## src/rtl/uart_rx_fifo_ctrl_pkg.sv

```systemverilog
`default_nettype none
// ============================================================================
// Module   : uart_rx_fifo_ctrl_pkg
// Purpose  : Shared FSM encodings, default sizes and read-mode constants.
// Revision : 1.0
// ============================================================================
package uart_rx_fifo_ctrl_pkg;

    localparam int DEPTH_DEF = 16;
    localparam int AW_DEF    = 4;

    localparam logic RD_BYTE = 1'b0;
    localparam logic RD_WORD = 1'b1;

    typedef enum logic [1:0] {
        S_IDLE = 2'd0,
        S_POP  = 2'd1,
        S_DONE = 2'd2
    } state_e;

    function automatic logic [2:0] need_bytes(input logic word);
        return (word == RD_WORD) ? 3'd4 : 3'd1;
    endfunction

endpackage
`default_nettype wire

```

## src/rtl/uart_rx_fifo_ctrl_if.sv

```systemverilog
`default_nettype none
// ============================================================================
// Module   : uart_rx_fifo_ctrl_if
// Purpose  : UART RX side, CPU read side and status bundle of the RX FIFO.
// Revision : 1.0
// ============================================================================
interface uart_rx_fifo_ctrl_if
    import uart_rx_fifo_ctrl_pkg::*;
#(
    parameter int AW = AW_DEF
);
    logic          rx_valid;
    logic [7:0]    rx_data;
    logic          cpu_rd_req;
    logic          cpu_rd_word;
    logic [31:0]   cpu_rd_data;
    logic          cpu_rd_valid;
    logic          cpu_rd_err;
    logic          busy;
    logic          flush;
    logic          clr_ovf;
    logic [AW:0]   count;
    logic          empty;
    logic          full;
    logic          overflow;

    modport slave (
        input  rx_valid, rx_data, cpu_rd_req, cpu_rd_word, flush, clr_ovf,
        output cpu_rd_data, cpu_rd_valid, cpu_rd_err, busy,
               count, empty, full, overflow
    );

    modport master (
        output rx_valid, rx_data, cpu_rd_req, cpu_rd_word, flush, clr_ovf,
        input  cpu_rd_data, cpu_rd_valid, cpu_rd_err, busy,
               count, empty, full, overflow
    );
endinterface
`default_nettype wire

```

## src/rtl/uart_fifo_mem.sv

```systemverilog
`default_nettype none
// ============================================================================
// Module   : uart_fifo_mem
// Purpose  : DEPTH x 8 storage, synchronous write, asynchronous read, no reset.
// Revision : 1.0
// ============================================================================
module uart_fifo_mem #(
    parameter int DEPTH = 16,
    parameter int AW    = 4
) (
    input  logic          clk,
    input  logic          we,
    input  logic [AW-1:0] waddr,
    input  logic [7:0]    wdata,
    input  logic [AW-1:0] raddr,
    output logic [7:0]    rdata
);
    logic [7:0] mem_q [DEPTH];

    always_ff @(posedge clk) begin
        if (we) begin
            mem_q[waddr] <= wdata;
        end
    end

    assign rdata = mem_q[raddr];
endmodule
`default_nettype wire

```

## src/rtl/uart_rx_fifo_ctrl.sv

```systemverilog
`default_nettype none
// ============================================================================
// Module   : uart_rx_fifo_ctrl
// Purpose  : UART RX byte FIFO with overflow/flush and a byte/word read FSM.
// Revision : 1.0
// ============================================================================
module uart_rx_fifo_ctrl
    import uart_rx_fifo_ctrl_pkg::*;
#(
    parameter int DEPTH = DEPTH_DEF,
    parameter int AW    = AW_DEF
) (
    input  logic                 UART_CLK,
    input  logic                 reset_n,
    uart_rx_fifo_ctrl_if.slave   bus
);
    localparam logic [AW:0] DEPTH_C = (AW+1)'(DEPTH);

    state_e        state_q, state_d;
    logic [AW-1:0] wptr_q, wptr_d, rptr_q, rptr_d;
    logic [AW:0]   count_q, count_d;
    logic          ovf_q, ovf_d;
    logic [2:0]    nleft_q, nleft_d;
    logic          word_q, word_d;
    logic          err_q, err_d;
    logic [31:0]   pack_q, pack_d;
    logic [31:0]   rd_data_q, rd_data_d;
    logic          rd_valid_q, rd_valid_d;
    logic          rd_err_q, rd_err_d;

    logic          full_w, push_w, pop_w;
    logic [7:0]    rdata_w;
    logic [1:0]    lane_w;
    logic [2:0]    need_w;

    // full comes from the registered count, so a pop never frees room for a same-cycle push
    assign full_w = (count_q == DEPTH_C);
    assign push_w = bus.rx_valid && !full_w;
    assign pop_w  = (state_q == S_POP);
    assign lane_w = word_q ? 2'(3'd4 - nleft_q) : 2'd0;
    assign need_w = need_bytes(bus.cpu_rd_word);

    uart_fifo_mem #(
        .DEPTH (DEPTH),
        .AW    (AW)
    ) u_mem (
        .clk   (UART_CLK),
        .we    (push_w && !bus.flush),
        .waddr (wptr_q),
        .wdata (bus.rx_data),
        .raddr (rptr_q),
        .rdata (rdata_w)
    );

    always_comb begin
        wptr_d  = wptr_q;
        rptr_d  = rptr_q;
        count_d = count_q;
        if (bus.flush) begin
            wptr_d  = '0;
            rptr_d  = '0;
            count_d = '0;
        end else begin
            if (push_w) wptr_d = wptr_q + AW'(1);
            if (pop_w)  rptr_d = rptr_q + AW'(1);
            if (push_w && !pop_w)      count_d = count_q + (AW+1)'(1);
            else if (!push_w && pop_w) count_d = count_q - (AW+1)'(1);
        end
        ovf_d = (bus.rx_valid && full_w) ? 1'b1 : (bus.clr_ovf ? 1'b0 : ovf_q);
    end

    always_comb begin
        state_d    = state_q;
        nleft_d    = nleft_q;
        word_d     = word_q;
        err_d      = err_q;
        pack_d     = pack_q;
        rd_data_d  = rd_data_q;
        rd_valid_d = 1'b0;
        rd_err_d   = 1'b0;
        case (state_q)
            S_IDLE: begin
                if (bus.cpu_rd_req) begin
                    word_d  = bus.cpu_rd_word;
                    nleft_d = need_w;
                    pack_d  = '0;
                    // A request coinciding with flush sees an empty FIFO
                    if (bus.flush || (count_q < (AW+1)'(need_w))) begin
                        state_d = S_DONE;
                        err_d   = 1'b1;
                    end else begin
                        state_d = S_POP;
                        err_d   = 1'b0;
                    end
                end
            end
            S_POP: begin
                if (bus.flush) begin
                    state_d = S_DONE;
                    err_d   = 1'b1;
                end else begin
                    pack_d[{lane_w, 3'b000} +: 8] = rdata_w;
                    nleft_d = nleft_q - 3'd1;
                    if (nleft_q == 3'd1) state_d = S_DONE;
                end
            end
            S_DONE: begin
                state_d    = S_IDLE;
                rd_valid_d = 1'b1;
                rd_err_d   = err_q;
                rd_data_d  = err_q ? 32'h0 : pack_q;
            end
            default: state_d = S_IDLE;
        endcase
    end

    always_ff @(posedge UART_CLK or negedge reset_n) begin
        if (!reset_n) begin
            state_q    <= S_IDLE;
            wptr_q     <= '0;
            rptr_q     <= '0;
            count_q    <= '0;
            ovf_q      <= 1'b0;
            nleft_q    <= '0;
            word_q     <= 1'b0;
            err_q      <= 1'b0;
            pack_q     <= '0;
            rd_data_q  <= '0;
            rd_valid_q <= 1'b0;
            rd_err_q   <= 1'b0;
        end else begin
            state_q    <= state_d;
            wptr_q     <= wptr_d;
            rptr_q     <= rptr_d;
            count_q    <= count_d;
            ovf_q      <= ovf_d;
            nleft_q    <= nleft_d;
            word_q     <= word_d;
            err_q      <= err_d;
            pack_q     <= pack_d;
            rd_data_q  <= rd_data_d;
            rd_valid_q <= rd_valid_d;
            rd_err_q   <= rd_err_d;
        end
    end

    assign bus.cpu_rd_data  = rd_data_q;
    assign bus.cpu_rd_valid = rd_valid_q;
    assign bus.cpu_rd_err   = rd_err_q;
    assign bus.busy         = (state_q != S_IDLE);
    assign bus.count        = count_q;
    assign bus.empty        = (count_q == '0);
    assign bus.full         = full_w;
    assign bus.overflow     = ovf_q;
endmodule
`default_nettype wire

```

## src/flat_wrapper.sv

```systemverilog
// flat-port wrapper written by rule: the top's interface ports become plain ports
module uart_rx_fifo_ctrl_flat import uart_rx_fifo_ctrl_pkg::*;
#(
    parameter int DEPTH = DEPTH_DEF,
    parameter int AW    = AW_DEF
)
  (UART_CLK, reset_n, bus_rx_valid, bus_rx_data, bus_cpu_rd_req, bus_cpu_rd_word, bus_flush, bus_clr_ovf, bus_cpu_rd_data, bus_cpu_rd_valid, bus_cpu_rd_err, bus_busy, bus_count, bus_empty, bus_full, bus_overflow);
  uart_rx_fifo_ctrl_if #(.AW(AW)) bus_i ();
  input  logic UART_CLK;
  input  logic reset_n;
  input wire logic [$bits(bus_i.rx_valid)-1:0] bus_rx_valid;
  input wire logic [$bits(bus_i.rx_data)-1:0] bus_rx_data;
  input wire logic [$bits(bus_i.cpu_rd_req)-1:0] bus_cpu_rd_req;
  input wire logic [$bits(bus_i.cpu_rd_word)-1:0] bus_cpu_rd_word;
  input wire logic [$bits(bus_i.flush)-1:0] bus_flush;
  input wire logic [$bits(bus_i.clr_ovf)-1:0] bus_clr_ovf;
  output wire logic [$bits(bus_i.cpu_rd_data)-1:0] bus_cpu_rd_data;
  output wire logic [$bits(bus_i.cpu_rd_valid)-1:0] bus_cpu_rd_valid;
  output wire logic [$bits(bus_i.cpu_rd_err)-1:0] bus_cpu_rd_err;
  output wire logic [$bits(bus_i.busy)-1:0] bus_busy;
  output wire logic [$bits(bus_i.count)-1:0] bus_count;
  output wire logic [$bits(bus_i.empty)-1:0] bus_empty;
  output wire logic [$bits(bus_i.full)-1:0] bus_full;
  output wire logic [$bits(bus_i.overflow)-1:0] bus_overflow;
  assign bus_i.rx_valid = bus_rx_valid;
  assign bus_i.rx_data = bus_rx_data;
  assign bus_i.cpu_rd_req = bus_cpu_rd_req;
  assign bus_i.cpu_rd_word = bus_cpu_rd_word;
  assign bus_i.flush = bus_flush;
  assign bus_i.clr_ovf = bus_clr_ovf;
  assign bus_cpu_rd_data = bus_i.cpu_rd_data;
  assign bus_cpu_rd_valid = bus_i.cpu_rd_valid;
  assign bus_cpu_rd_err = bus_i.cpu_rd_err;
  assign bus_busy = bus_i.busy;
  assign bus_count = bus_i.count;
  assign bus_empty = bus_i.empty;
  assign bus_full = bus_i.full;
  assign bus_overflow = bus_i.overflow;
  uart_rx_fifo_ctrl #(.DEPTH(DEPTH), .AW(AW)) u_core (.UART_CLK(UART_CLK), .reset_n(reset_n), .bus(bus_i));
endmodule
```

## config.mk

```make
export PLATFORM = sky130hd
export DESIGN_NAME = uart_rx_fifo_ctrl_flat
export DESIGN_NICKNAME = d
export VERILOG_FILES = /design/src/rtl/uart_rx_fifo_ctrl_pkg.sv /design/src/rtl/uart_rx_fifo_ctrl_if.sv /design/src/rtl/uart_fifo_mem.sv /design/src/rtl/uart_rx_fifo_ctrl.sv /design/src/flat_wrapper.sv
export SDC_FILE = /design/constraint.sdc
export NUM_CORES = 1
export LEC_CHECK = 0
export BUFFER_PORTS_ARGS = -buffer_cell sky130_fd_sc_hd__buf_4
export CAP_MARGIN = 10
export CORE_UTILIZATION = 35
export DETAILED_ROUTE_END_ITERATION = 8
export PLACE_DENSITY = 0.63
export SYNTH_ARGS = -nofsm -noshare
export SYNTH_HDL_FRONTEND = slang
export SYNTH_SLANG_ARGS = --single-unit
```

## constraint.sdc

```tcl
create_clock -name UART_CLK -period 5.87 [get_ports UART_CLK]
set_clock_uncertainty 0.05 [all_clocks]
set_input_delay 0.2935 -clock UART_CLK [delete_from_list [all_inputs] [get_ports UART_CLK]]
set_output_delay 0.2935 -clock UART_CLK [all_outputs]
set_load 0.05 [all_outputs]
```

==> flow_summary.json <==
{
  "drtIter0Drc": 338,
  "cts_buffers": 24,
  "drt-total-wl_mm": 18.5,
  "mostFrequentLayoutCell": "edfxtp_1",
  "syn_area_mm2": 0.00909,
  "syn2layout_area_growth_pct": 17.1,
  "clock_latency_ns": 0.52,
  "seqPwrFrac_pct": 43.1,
  "vias_per_cell": 5.04,
  "io_buffers": 57,
  "ys_seq_elements": 215,
  "grt_max_degree": 67,
  "p_per_area_mw_per_mm2": 381,
  "cts_tree": "yes",
  "hold_viol_final": 0,
  "ant_nets": 0,
  "place.gp.congestion": 0.808,
  "synth.avg_cell_area_um2": 14.6,
  "crit_path_end_kind": "register",
  "final_area_mm2": 0.0107,
  "dr_wl_met3_um": 781,
  "initial_utilization_pct": 35.9,
  "start_kind": "register",
  "maxUsedRoutingLayer": "met4",
  "fin_ws_ns": 3.12,
  "crit_path_max_fanout": 6,
  "outcome": "complete, no violations",
  "diodes": 0,
  "dp_cells": 995,
  "dp_hpwl_mm": 12.2,
  "ys_warn_count": 0,
  "ys_seq_area_share_pct": 66.2,
  "vias": 5256,
  "yosysUniqueCellTypes": 45,
  "route.met2.wl_mm": 8.84,
  "p_comb_share_pct": 22.6,
  "required_ns": 6.20,
  "synth_edf_count": 128,
  "grt_pass1_vias": 5352,
  "gr-total-overflow": 0,
  "max_freq_mhz": 364,
  "antenna_found_initial": 0,
  "place_area_mm2": 0.00987,
  "setup_viol": 0,
  "synthCells": 625,
  "fin_crit_sh_pct": 46.8,
  "clk_pin_slew_ns": 0.06,
  "critical_path_arrival_ns": 3.08,
  "switching_power_w": 0.00123,
  "std_cell_rows": 58,
  "slew_viol_final": 0,
  "hp-class": "primary input to register",
  "wl_met1_mm": 8.59,
  "clockPowerShare_pct": 34.3,
  "fp.dieArea_mm2": 0.0266,
  "cap_violations": 0,
  "synthArstFlopShare_pct": 40.5,
  "period_needed_ns": 2.75,
  "path_class": "register to register",
  "mostFrequentLayoutCells": "128 x edfxtp_1, 86 x dfrtp_1, 82 x nand2_1",
  "grt_usage_pct": 14.4,
  "clock-root-buffer": "clkbuf_16",
  "dp_slack_ns": 3.14,
  "num_io_pins": 58,
  "grt_pass1_wl_mm": 29.6,
  "tightest_slew_ns": 1.02,
  "drt_pass1_iterations": 4,
  "max_slew_margin_pct": 31.7,
  "core_area_mm2": 0.0253,
  "die_h_um": 163,
  "setup_tns_ns": 0,
  "nNetsFinal": 728,
  "fin_cells": 1042,
  "cts_max_level": 1,
  "syn_nets": 658,
  "cellLeakagePower_nw": 4.24,
  "hold_ws_ns": 0.0473,
  "clkSinkCount": 215,
  "swShare_pct": 30.3,
  "wl_per_cell_um": 17.8,
  "die_w_um": 163,
  "internal_power_w": 0.00283,
  "drive_above_1_share_pct": 21.6,
  "clockBufferDepth": 3,
  "drc": 0,
  "rsz0062_at_grt": "false",
  "synth_flop_cell": "edfxtp_1",
  "ir_worst_vdd_uv": 163
}
## logic make-up (layout without fill, tap and decap cells)
kind of cell | count (synthesis) | after routing | synth area share (%)
compound gates | 123 | 123 | 8.31
xor+xnor | 7 | 7 | 0.880
fa+ha+maj | 18 | 18 | 2.56
buf+inv | 43 | 130 | 2.42
flops | 215 | 215 | 66.2
mux | 55 | 55 | 11.4
simple gates | 164 | 164 | 8.21
## routing by layer
| layer | GRT usage [%] | up-vias |
|---|---|---|
| li1 | - | 2479 |
| met1 | 20.0 | 2639 |
| met2 | 23.5 | 112 |
| met3 | 2.23 | 26 |
| met4 | 3.87 | 0 |
| met5 | 0 | - |
## critical path, stage by stage, from the launching register on
cell and delay [ns]:
dfrtp_1 0.44, or3_1 0.50, o21a_1 0.36, nand2_1 0.23
ha_1 0.30, a21oi_1 0.17, a21oi_1 0.09, mux2i_1 0.15
mux2_1 0.33
## sequential cells by signal, summed over array words and instances, names as in the netlist
register                 cells
u_core.pack_q               32
u_core.bus.cpu_rd_data      32
u_core.state_q               2
u_core.bus.cpu_rd_valid      1
u_core.wptr_q                4
u_core.err_q                 1
u_core.bus.count             5
u_core.rptr_q                4
u_core.word_q                1
u_core.bus.cpu_rd_err        1
u_core.nleft_q               3
u_core.bus.overflow          1
u_core.u_mem.mem_q         128
## through the flow
| step | total power, W | util (%) |
|---|---|---|
| 2_1_floorplan | 0.00248 | - |
| 3_3_place_gp | 0.00268 | 39.0 |
| 3_5_place_dp | 0.00269 | 39.0 |
| 4_1_cts | 0.00410 | 42.1 |
| 5_1_grt | 0.00424 | 42.1 |
| 6_report | 0.00406 | 42.1 |
## area by class of cell
type | count | area (µm²)
Clock buffer | 38 | 704
Clock inverter | 5 | 43.8
Fill cell | 2285 | 14700
Inverter | 13 | 48.8
Multi-Input combinational cell | 367 | 2860
Sequential cell | 215 | 6020
Tap cell | 330 | 413
Timing Repair Buffer | 74 | 566
## final timing paths
kind | start | end | slack, ns | depth (start not counted)
worst max-delay path | u_core.bus.count[1] | u_core.bus.count[4] | 3.12 | 8
worst min-delay path | bus_rx_data[6] | u_core.u_mem.mem_q[14][6] | 0.05 | 1
worst max register to register | u_core.bus.count[1] | u_core.bus.count[4] | 3.12 | 8
worst min register to register | u_core.bus.cpu_rd_data[31] | u_core.bus.cpu_rd_data[31] | 0.43 | 2
max in group asynchronous | reset_n | u_core.pack_q[17] | 4.50 | 3
min in group asynchronous | reset_n | u_core.state_q[1] | 0.17 | 2
## cell usage after synthesis (8+ instances only)
| library cell | n | area (µm²) |
|---|---|---|
| inv_1 | 13 | 48.8 |
| a21oi_1 | 16 | 80.1 |
| nand2_1 | 82 | 308 |
| clkbuf_1 | 18 | 67.6 |
| a21o_1 | 28 | 210 |
| dfrtp_1 | 87 | 2180 |
| mux4_2 | 32 | 721 |
| ha_1 | 17 | 213 |
| nor2_1 | 30 | 113 |
| o21ai_0 | 38 | 190 |
| nand3_1 | 8 | 40.0 |
| o22ai_1 | 28 | 175 |
| edfxtp_1 | 128 | 3840 |
| mux2i_2 | 9 | 124 |
## what timing repair did
| item | CTS | global route |
|---|---|---|
| resized for setup | 0 | 0 |
| setup buffers | 0 | 0 |
| endpoints found under the hold margin | 23 | 0 |
| hold buffers | 4 | 0 |
## power by group through the flow
stage | clock network [W] | registers (W) | logic [W]
after floorplan | 0 | 0.00182 | 0.000662
after global placement | 0 | 0.00177 | 0.000908
after detailed placement | 0 | 0.00178 | 0.000916
after CTS | 0.00143 | 0.00175 | 0.000923
after global routing | 0.00148 | 0.00176 | 0.00100
final | 0.00139 | 0.00175 | 0.000915
(Power assumes the default switching activity.)
